--- config.mk ---
export PLATFORM = sky130hd
export DESIGN_NAME = aes_inv_key_sched
export DESIGN_NICKNAME = d
export VERILOG_FILES = /design/src/rtl/aes_inv_key_sched.sv
export SDC_FILE = /design/constraint.sdc
export NUM_CORES = 2
export LEC_CHECK = 0
export CORE_MARGIN = 10
export CORE_UTILIZATION = 35
export CTS_BUF_LIST = sky130_fd_sc_hd__clkbuf_8
export CTS_CLUSTER_SIZE = 28
export DETAILED_ROUTE_END_ITERATION = 12
export SLEW_MARGIN = 20
export SYNTH_ARGS = -nofsm -noshare
export SYNTH_HDL_FRONTEND = slang
export SYNTH_SLANG_ARGS = --single-unit
--- constraint.sdc ---
create_clock -name clk -period 19.6 [get_ports clk]
set_input_delay 3.92 -clock clk [delete_from_list [all_inputs] [get_ports clk]]
set_output_delay 3.92 -clock clk [all_outputs]
set_load 0.1 [all_outputs]
--- src/rtl/aes_inv_key_sched.sv ---
// AES-128 inverse key schedule generator.
//
// On start, the cipher key is expanded forward to the round-10 key, one round per cycle. The
// round keys are then emitted from round 10 down to round 0 through a valid/ready handshake.
// Each accepted key is rolled back one round in place. No 11-entry key store is needed.
//
// Ports:
//   clk       clock, rising edge
//   reset     synchronous, active-high reset
//   start     request a new schedule (honoured only when idle)
//   key_in    128-bit cipher key, captured when start is accepted
//   rk_ready  consumer accepts rk_out
//   busy      schedule in progress (from start acceptance to final handshake)
//   rk_valid  rk_out / rk_round hold a valid round key
//   rk_out    round key, w0 = [127:96] ... w3 = [31:0]
//   rk_round  round index of rk_out, 10 down to 0
//   done      one-cycle pulse after the round-0 handshake

`timescale 1ns/1ps

module aes_inv_key_sched (
   input  logic         clk,
   input  logic         reset,
   input  logic         start,
   input  logic [127:0] key_in,
   input  logic         rk_ready,
   output logic         busy,
   output logic         rk_valid,
   output logic [127:0] rk_out,
   output logic [3:0]   rk_round,
   output logic         done
);

   typedef enum logic [1:0] {StIdle, StExpand, StEmit} state_e;

   state_e       state_q, state_d;
   logic [127:0] key_q, key_d;
   logic [3:0]   ctr_q, ctr_d;
   logic         done_q, done_d;

   // GF(2^8) arithmetic, polynomial x^8 + x^4 + x^3 + x + 1
   function automatic logic [7:0] xtime(input logic [7:0] a);
      return {a[6:0], 1'b0} ^ (a[7] ? 8'h1b : 8'h00);
   endfunction

   function automatic logic [7:0] gf_mul(input logic [7:0] a, input logic [7:0] b);
      logic [7:0] acc;
      logic [7:0] x;
      acc = 8'h00;
      x   = a;
      for (int i = 0; i < 8; i++) begin
         if (b[i]) acc = acc ^ x;
         x = xtime(x);
      end
      return acc;
   endfunction

   // Multiplicative inverse as a^254; maps 0 to 0 as the S-box requires
   function automatic logic [7:0] gf_inv(input logic [7:0] a);
      logic [7:0] r;
      logic [7:0] p;
      r = 8'h01;
      p = gf_mul(a, a);
      for (int i = 1; i < 8; i++) begin
         r = gf_mul(r, p);
         p = gf_mul(p, p);
      end
      return r;
   endfunction

   // S-box = affine transform of the field inverse
   function automatic logic [7:0] sbox(input logic [7:0] a);
      logic [7:0] v;
      v = gf_inv(a);
      return v ^ {v[6:0], v[7]} ^ {v[5:0], v[7:6]} ^ {v[4:0], v[7:5]} ^ {v[3:0], v[7:4]}
             ^ 8'h63;
   endfunction

   function automatic logic [31:0] sub_word(input logic [31:0] w);
      return {sbox(w[31:24]), sbox(w[23:16]), sbox(w[15:8]), sbox(w[7:0])};
   endfunction

   function automatic logic [7:0] rcon(input logic [3:0] idx);
      logic [7:0] r;
      case (idx)
         4'd1:    r = 8'h01;
         4'd2:    r = 8'h02;
         4'd3:    r = 8'h04;
         4'd4:    r = 8'h08;
         4'd5:    r = 8'h10;
         4'd6:    r = 8'h20;
         4'd7:    r = 8'h40;
         4'd8:    r = 8'h80;
         4'd9:    r = 8'h1b;
         4'd10:   r = 8'h36;
         default: r = 8'h00;
      endcase
      return r;
   endfunction

   logic [31:0] w0, w1, w2, w3;
   logic [31:0] w1p, w2p, w3p;
   logic [31:0] sbox_in, sub_rot, t;
   logic [3:0]  rcon_idx;
   logic [31:0] f0, f1, f2, f3;
   logic [127:0] fwd_key, inv_key;

   assign w0 = key_q[127:96];
   assign w1 = key_q[95:64];
   assign w2 = key_q[63:32];
   assign w3 = key_q[31:0];

   // The inverse step recovers the previous w1..w3 from XOR chaining alone.
   assign w3p = w3 ^ w2;
   assign w2p = w2 ^ w1;
   assign w1p = w1 ^ w0;

   // The single shared S-box word serves both directions. The forward step feeds it the
   // current w3. The inverse step feeds it the recovered previous w3.
   assign sbox_in  = (state_q == StEmit) ? w3p : w3;
   assign sub_rot  = sub_word({sbox_in[23:0], sbox_in[31:24]});
   assign rcon_idx = (state_q == StExpand) ? ctr_q + 4'd1 : ctr_q;
   assign t        = sub_rot ^ {rcon(rcon_idx), 24'h000000};

   assign f0 = w0 ^ t;
   assign f1 = w1 ^ f0;
   assign f2 = w2 ^ f1;
   assign f3 = w3 ^ f2;

   assign fwd_key = {f0, f1, f2, f3};
   assign inv_key = {w0 ^ t, w1p, w2p, w3p};

   always_comb begin
      state_d = state_q;
      key_d   = key_q;
      ctr_d   = ctr_q;
      done_d  = 1'b0;
      unique case (state_q)
         StIdle: begin
            if (start) begin
               key_d   = key_in;
               ctr_d   = 4'd0;
               state_d = StExpand;
            end
         end
         StExpand: begin
            key_d = fwd_key;
            ctr_d = ctr_q + 4'd1;
            if (ctr_q == 4'd9) state_d = StEmit;
         end
         StEmit: begin
            if (rk_ready) begin
               if (ctr_q != 4'd0) begin
                  key_d = inv_key;
                  ctr_d = ctr_q - 4'd1;
               end else begin
                  state_d = StIdle;
                  done_d  = 1'b1;
               end
            end
         end
         default: state_d = StIdle;
      endcase
   end

   always_ff @(posedge clk) begin
      if (reset) begin
         state_q <= StIdle;
         key_q   <= '0;
         ctr_q   <= '0;
         done_q  <= 1'b0;
      end else begin
         state_q <= state_d;
         key_q   <= key_d;
         ctr_q   <= ctr_d;
         done_q  <= done_d;
      end
   end

   assign busy     = (state_q != StIdle);
   assign rk_valid = (state_q == StEmit);
   assign rk_out   = rk_valid ? key_q : '0;
   assign rk_round = rk_valid ? ctr_q : '0;
   assign done     = done_q;

endmodule

# ---- After elaboration in Yosys (flattened, before gate mapping)
# Memory sizes are Yosys's and may differ from the RTL's.
# Cells that the tools add are included.
dict set report word_totals {
  rom_bits 128
  memories 1
  input_bits 132
  out_inout_bits 135
  ff_bits 135
  wordCells 1638
}
# name depth width rd rd_clocked_by_memory_dff write_ports line
set memory_table {}
lappend memory_table {{(no name shown)} 16 8 1 0 0 85} ;# case (idx)
dict set report classes {
  n_bitwise 786
  reduce_logical 7
  eq_ne 8
  n_mux 830
  add_sub_neg 2
}
# op n
set op_table {}
lappend op_table {{2-to-1 mux 8 bit} 420}
lappend op_table {{XOR 8 bit} 380}
lappend op_table {{XOR 8 x 5 -> 8 bit} 364}
lappend op_table {{2-to-1 mux 5 bit} 368}
lappend op_table {{2-to-1 mux 128 bit} 4}
lappend op_table {{one-hot mux 128 bit (3 select lines)} 1}
lappend op_table {{XOR 32 bit} 8}
lappend op_table {{2-to-1 mux 4 bit} 9}
lappend op_table {{2-to-1 mux 32 bit} 1}
lappend op_table {{2-to-1 mux 7 bit} 4}
lappend op_table {{inverter 1 bit (first input constant)} 28}
lappend op_table {{2-to-1 mux 6 bit} 4}
lappend op_table {{2-to-1 mux 2 bit} 8}
lappend op_table {{inverter 4 bit} 4}
lappend op_table {{2-to-1 mux 3 bit} 4}
lappend op_table {{one-hot mux 4 bit (3 select lines)} 1}
lappend op_table {{AND reduction 4 bit} 2}
lappend op_table {{!= test 2 bit (second input constant)} 3}
lappend op_table {{one-hot mux 2 bit (3 select lines)} 1}
lappend op_table {{2-to-1 mux 1 bit} 5}
lappend op_table {{adder 4 x 1 -> 4 bit (second input constant)} 1}
lappend op_table {{equality test 4 bit (second input constant)} 1}
lappend op_table {{!= test 2 x 1 -> 1 bit (second input constant)} 2}
lappend op_table {{nonzero test 4 bit} 1}
lappend op_table {{8 further kinds} 9}

# ---- Depth between registers and ports, before layout
dict set report depth {
  ltp_word 140
  mapped_depth 83
}

# ---- Worst setup path before layout
# No wires, ideal clock.
dict set report synth_path {
  path_kind {register to register}
  from {register state_q[0]}
  to {register key_q[58]}
  setup_ns 0.130
  setup_slack_ns 0.765
  path_stages_with_launch 82
  t_arrival_ns 18.705
  n_path_buf 19
  synth_period_minus_slack_ns 18.835
  cell_sequence {dfxtp_1 > inv_1 > ha_1 > buf_4 > inv_2 > buf_2 > buf_2 > buf_4 > buf_4 > clkbuf_1 > o21ai_0 > ha_1 > clkbuf_1 > xnor2_1 > nand4_1 > nand3_1 > xor2_1 > xnor2_1 > [46 not listed] > a21o_1 > and3_1 > clkbuf_1 > nor2_1 > o32a_1 > o311ai_0 > and3_1 > o21ai_0 > a32oi_1 > or3_1 > clkbuf_1 > a21oi_1 > xnor2_1 > xnor3_1 > xnor3_1 > xnor3_1 > a221oi_1 > nor4_1}
}
dict set report synth_between {
  elab_chain_len 135
}
# item line
set synth_rtl {}
lappend synth_rtl {{from (decl)} 36} ;# state_e state_q, state_d;
lappend synth_rtl {{from (signal assigned)} 168} ;# state_q <= StIdle;
lappend synth_rtl {{from (signal assigned)} 173} ;# state_q <= state_d;
lappend synth_rtl {{equality test 2 bit *} -}
lappend synth_rtl {{via rk_valid} 28} ;# output logic rk_valid,
lappend synth_rtl {{2-to-1 mux 32 bit} 120} ;# assign sbox_in = (state_q == StEmit) ? w3p : w3;
lappend synth_rtl {{2-to-1 mux 5 bit (tied with other cells)} 43} ;# return {a[6:0], 1'b0} ^ (a[7] ? 8'h1b : 8'h00);
lappend synth_rtl {{XOR 8 x 5 -> 8 bit / XOR 8 bit (equally long branches)} {43, 52}}
lappend synth_rtl {{XOR 8 bit / 2-to-1 mux 8 bit (equally long branches)} 52} ;# if (b[i]) acc = acc ^ x;
lappend synth_rtl {{2-to-1 mux 8 bit / XOR 8 bit (equally long branches)} 52}
lappend synth_rtl {{XOR 8 bit / 2-to-1 mux 8 bit (equally long branches)} 52}
lappend synth_rtl {{[117 not listed]} -}
lappend synth_rtl {{XOR 8 bit} 52}
lappend synth_rtl {{2-to-1 mux 8 bit} 52}
lappend synth_rtl {{XOR 8 bit (4 in series)} 75} ;# return v ^ {v[6:0], v[7]} ^ {v[5:0], v[7:6]} ^ {v[4:0], v[7:5]} ^ {v[3:0], v[7:4]}
lappend synth_rtl {{XOR 32 bit} 123} ;# assign t = sub_rot ^ {rcon(rcon_idx), 24'h000000};
lappend synth_rtl {{XOR 32 bit} 125} ;# assign f0 = w0 ^ t;
lappend synth_rtl {{XOR 32 bit} 126} ;# assign f1 = w1 ^ f0;
lappend synth_rtl {{XOR 32 bit} 127} ;# assign f2 = w2 ^ f1;
lappend synth_rtl {{one-hot mux 128 bit (3 select lines)} 138} ;# unique case (state_q)
lappend synth_rtl {{to (signal assigned)} 174} ;# key_q <= key_d;
lappend synth_rtl {{to (decl)} 37} ;# logic [127:0] key_q, key_d;
# The timed path passes the listed nets; every way through them passes the cells marked *.
# A chain may end at the register's enable or synchronous reset.

# ---- Final worst setup path
dict set report layout_path {
  from {register state_q[0]}
  to {register key_q[3]}
}
dict set report layout_between {
  elab_chain_len 136
}
# item line
set layout_rtl {}
lappend layout_rtl {{equality test 2 bit} {120, 138}}
lappend layout_rtl {{2-to-1 mux 32 bit} 120}
lappend layout_rtl {{2-to-1 mux 5 bit (tied with other cells)} 43}
lappend layout_rtl {{XOR 8 x 5 -> 8 bit / XOR 8 bit (equally long branches)} {43, 52}}
lappend layout_rtl {{XOR 8 bit / 2-to-1 mux 8 bit (equally long branches)} 52}
lappend layout_rtl {{2-to-1 mux 8 bit / XOR 8 bit (equally long branches)} 52}
lappend layout_rtl {{XOR 8 bit / 2-to-1 mux 8 bit (equally long branches)} 52}
lappend layout_rtl {{2-to-1 mux 8 bit / XOR 8 bit (equally long branches)} 52}
lappend layout_rtl {{[117 not listed]} -}
lappend layout_rtl {{2-to-1 mux 8 bit} 52}
lappend layout_rtl {{XOR 8 bit (4 in series)} 75}
lappend layout_rtl {{XOR 32 bit} 123}
lappend layout_rtl {{XOR 32 bit} 125}
lappend layout_rtl {{XOR 32 bit} 126}
lappend layout_rtl {{XOR 32 bit} 127}
lappend layout_rtl {{XOR 32 bit} 128} ;# assign f3 = w3 ^ f2;
lappend layout_rtl {{one-hot mux 128 bit (3 select lines)} 138}
# Parallel ways exist; a longest one is shown, timed or not.

==> results.py <==
metrics = {
    "detailed_routing": {
        "drtIter0Drc": 6479,
        "routedWlPerCell_um": 21.3,
        "drt-total-wl_um": 254000,
        "drt-vias-per-instance": 5.67,
        "vias": 67500,
        "dr.pass1.iters": 9,
        "ant_nets": 0,
        "drc": 0,
    },
    "layout": {
        "fin_util_pct": 38.8,
        "layout-drive-gt1-share_pct": 8.57,
        "ff_latch_area_um2": 2700,
        "layout.nets": 9514,
        "fillers": 19900,
        "multi_input_area_um2": 62400,
        "syn_to_final_growth_pct": 10.1,
    },
    "logic_synthesis": {
        "yosys_warnings": 0,
        "synthSimpleGateAreaFrac_pct": 21.1,
        "synth.avg_cell_area_um2": 7.24,
        "netlist_area_um2": 67900,
        "synth-compound-area-share_pct": 18.8,
        "ys_seq_elements": 135,
        "ys_async_sr_fraction_pct": 0,
        "synth_top_family_by_area": "XOR/XNOR gates",
        "synth_flop_cell": "dfxtp_1",
        "synth_fa_ha_area_share_pct": 0.664,
        "ys_seq_area_share_pct": 3.98,
        "synthMuxAreaShare_pct": 3.98,
        "synthDistinctLibCells": 114,
        "syn-num-nets": 9535,
        "synth-xor-area-share_pct": 46.2,
        "synth_edf_count": 0,
        "syn_inst": 9371,
    },
    "clocking": {
        "htree_num_levels": 4,
        "cts_tree": "done",
        "numCtsBuffers": 17,
        "cts_root_buf": "clkbuf_8",
        "cts.clk_slew.worst_paths_ns": 0.10,
        "postCtsSetupBuffers": 0,
        "clk_latency_ns": 0.53,
        "cts_buffer_depth": 2,
        "hold_buffers": 0,
        "cts_sinks": 135,
    },
    "global_route": {
        "grt_pass1_wl_um": 389000,
        "grt_util_all_layers_pct": 22.7,
        "grt_max_degree": 104,
        "antenna_found_initial": 26,
        "grt_overflow_total": 0,
        "grt_pass1_vias": 63700,
    },
    "die": {
        "die_h_um": 460,
        "dieArea_um2": 212000,
        "ios": 267,
        "rows": 161,
        "start_util_pct": 35.2,
        "fp.dieW_um": 460,
        "core-area_um2": 193000,
    },
    "sta": {
        "finalSetupViolations": 0,
        "finalMaxSlewViolations": 0,
        "fmaxAchievable_mhz": 53.8,
        "clock_skew_ns": 0.0258,
        "maxSlewHeadroom_pct": 21.9,
        "finalHoldViolCount": 0,
        "period_share_pct": 94.8,
        "worstMarginPinSlew_ns": 1.17,
        "period_minus_slack_ns": 18.58,
    },
    "worst_hold_path": {
        "min_to": "key_q[127]",
        "hold_class": "flop to flop",
        "min_from": "key_q[127]",
        "hold_depth": 2,
    },
    "setup_path": {
        "max_stage_delay_ns": 0.72,
        "r2r_end": "key_q[3]",
        "crit_path_frequent_cell": "xnor2_1",
        "reg2reg_depth": 56,
        "rrSetupSlack_ns": 1.02,
        "r2r-start": "state_q[0]",
        "worstPathMaxFanout": 26,
        "crit_arrival_ns": 18.95,
        "worstSetupPathType": "flop to flop",
        "crit_slowest_cell": "xnor3_1",
        "endpoint_kind": "flop",
        "crit_buf_inv": 3,
        "cp-start-kind": "flop",
        "cp_data_required_time_ns": 19.97,
        "cp_top_family": "XOR/XNOR gates",
    },
    "flow_run": {
        "maxCapViolCount": 0,
    },
    "outcome": {
        "status": "finished clean",
    },
    "placement": {
        "globalplace.congestion": 0.983,
        "dpl.hpwl_um": 194000,
        "port_buffers": 266,
    },
}
-- tightest hold or removal path, cell delays in order, from the launching register on --
cell and delay (ns):
dfxtp_1 0.35, nand2_1 0.07, a21oi_1 0.05
-- Yosys cell counts, types with 64 or more instances --
cell      count  share of area [%]
nor2b_1      71               0.65
nand2b_1    100               0.92
buf_2       156                1.2
mux2i_1     199                2.9
o21ai_0     414                3.1
xor2_1      613                7.9
a31oi_1      66               0.61
a221oi_1     72               0.93
clkbuf_1    397                2.2
xnor2_1    1846                 24
o211ai_1     72               0.80
nand3_1     181                1.3
xnor3_1     283                9.4
nor3_1      239                1.8
a211oi_1     89               0.98
a21oi_1     575                4.2
nand2_1     875                4.8
dfxtp_1     135                4.0
nor2_1     1312                7.3
and2_1      146                1.3
xnor2_2      68                1.6
inv_1       134               0.74
o22ai_1     156                1.4
nor4_1       64               0.59
-- layout make-up --
| type | count | share of cell area [%] |
|---|---|---|
| multi-input cells | 8408 | 83.5 |
| repair buffers | 633 | 7.25 |
| well taps | 2526 | 4.23 |
| flip-flops and latches | 135 | 3.62 |
| inverters | 155 | 0.782 |
| clock buffers | 17 | 0.313 |
| clock inverters | 15 | 0.206 |
| diodes | 20 | 0.0670 |
-- metal layers --
| layer | vias to the layer above | share of wire [%] | GRT usage, % |
|---|---|---|---|
| met5 | - | 0.022 | 0 |
| met4 | 8 | 6.5 | 13.7 |
| met3 | 493 | 6.0 | 2.44 |
| met2 | 2513 | 46 | 36.7 |
| met1 | 32400 | 42 | 29.1 |
| li1 | 32100 | - | - |
-- cell families after synthesis --
| logic type | Yosys count |
|---|---|
| and+or+nand+nor | 3223 |
| buffers and inverters | 828 |
| muxes | 254 |
| xor gates and xnor gates | 2916 |
| DFF | 135 |
| adders and majority gates | 37 |
| AOI/OAI and AO/OA | 1978 |
-- cell usage in the layout (no fill, tap or decap), types with 72 or more instances in the layout --
cell type           n
a211oi_1           89
a21oi_1           574
a221oi_1           72
and2_1            145
buf_4             375
clkdlybuf4s50_1   254
dfxtp_1           135
inv_1             132
mux2i_1           199
nand2_1           873
nand2b_1          100
nand3_1           181
nor2_1           1311
nor3_1            237
o211ai_1           72
o21ai_0           413
o22ai_1           156
xnor2_1          1777
xnor2_2           127
xnor3_1           276
xor2_1            602
-- worst max path at each step --
stage,from,end,slack (ns),depth (start not counted)
6_report,state_q[0],key_q[3],1.02,56
5_1_grt,state_q[0],key_q[49],-0.04,59
4_1_cts,state_q[0],key_q[49],0.03,60
3_5_place_dp,state_q[0],key_q[49],-0.25,59
3_3_place_gp,state_q[0],key_q[49],-0.14,59
2_1_floorplan,state_q[0],key_q[58],0.77,81
-- per-stage QoR --
step	cell area [µm²]	hold WS (ns)	setup TNS [ns]	cells	worst slack, ns
2_1_floorplan	67900	0.467	0	9371	0.765
3_3_place_gp	73800	0.491	-0.212	11900	-0.136
3_5_place_dp	73800	0.497	-0.669	11900	-0.251
4_1_cts	74200	0.508	0	11900	0.0308
5_1_grt	74700	0.534	-0.0406	11900	-0.0406
6_report	74700	0.510	0	11900	1.02
-- what timing repair did --
action / 4_1_cts / 5_1_grt
pin swaps: 0 / 2
gates resized for setup: 2 / 69
endpoints found under the setup margin: 7 / 100
-- registers in the layout, summed over array words and instances (netlist names) --
| signal | flops |
|---|---|
| done | 1 |
| key_q | 128 |
| ctr_q | 4 |
| state_q | 2 |
Power is left out: the tool's default activity adds up to more than one toggle a clock period on the data nets, which glitch-free logic cannot reach.
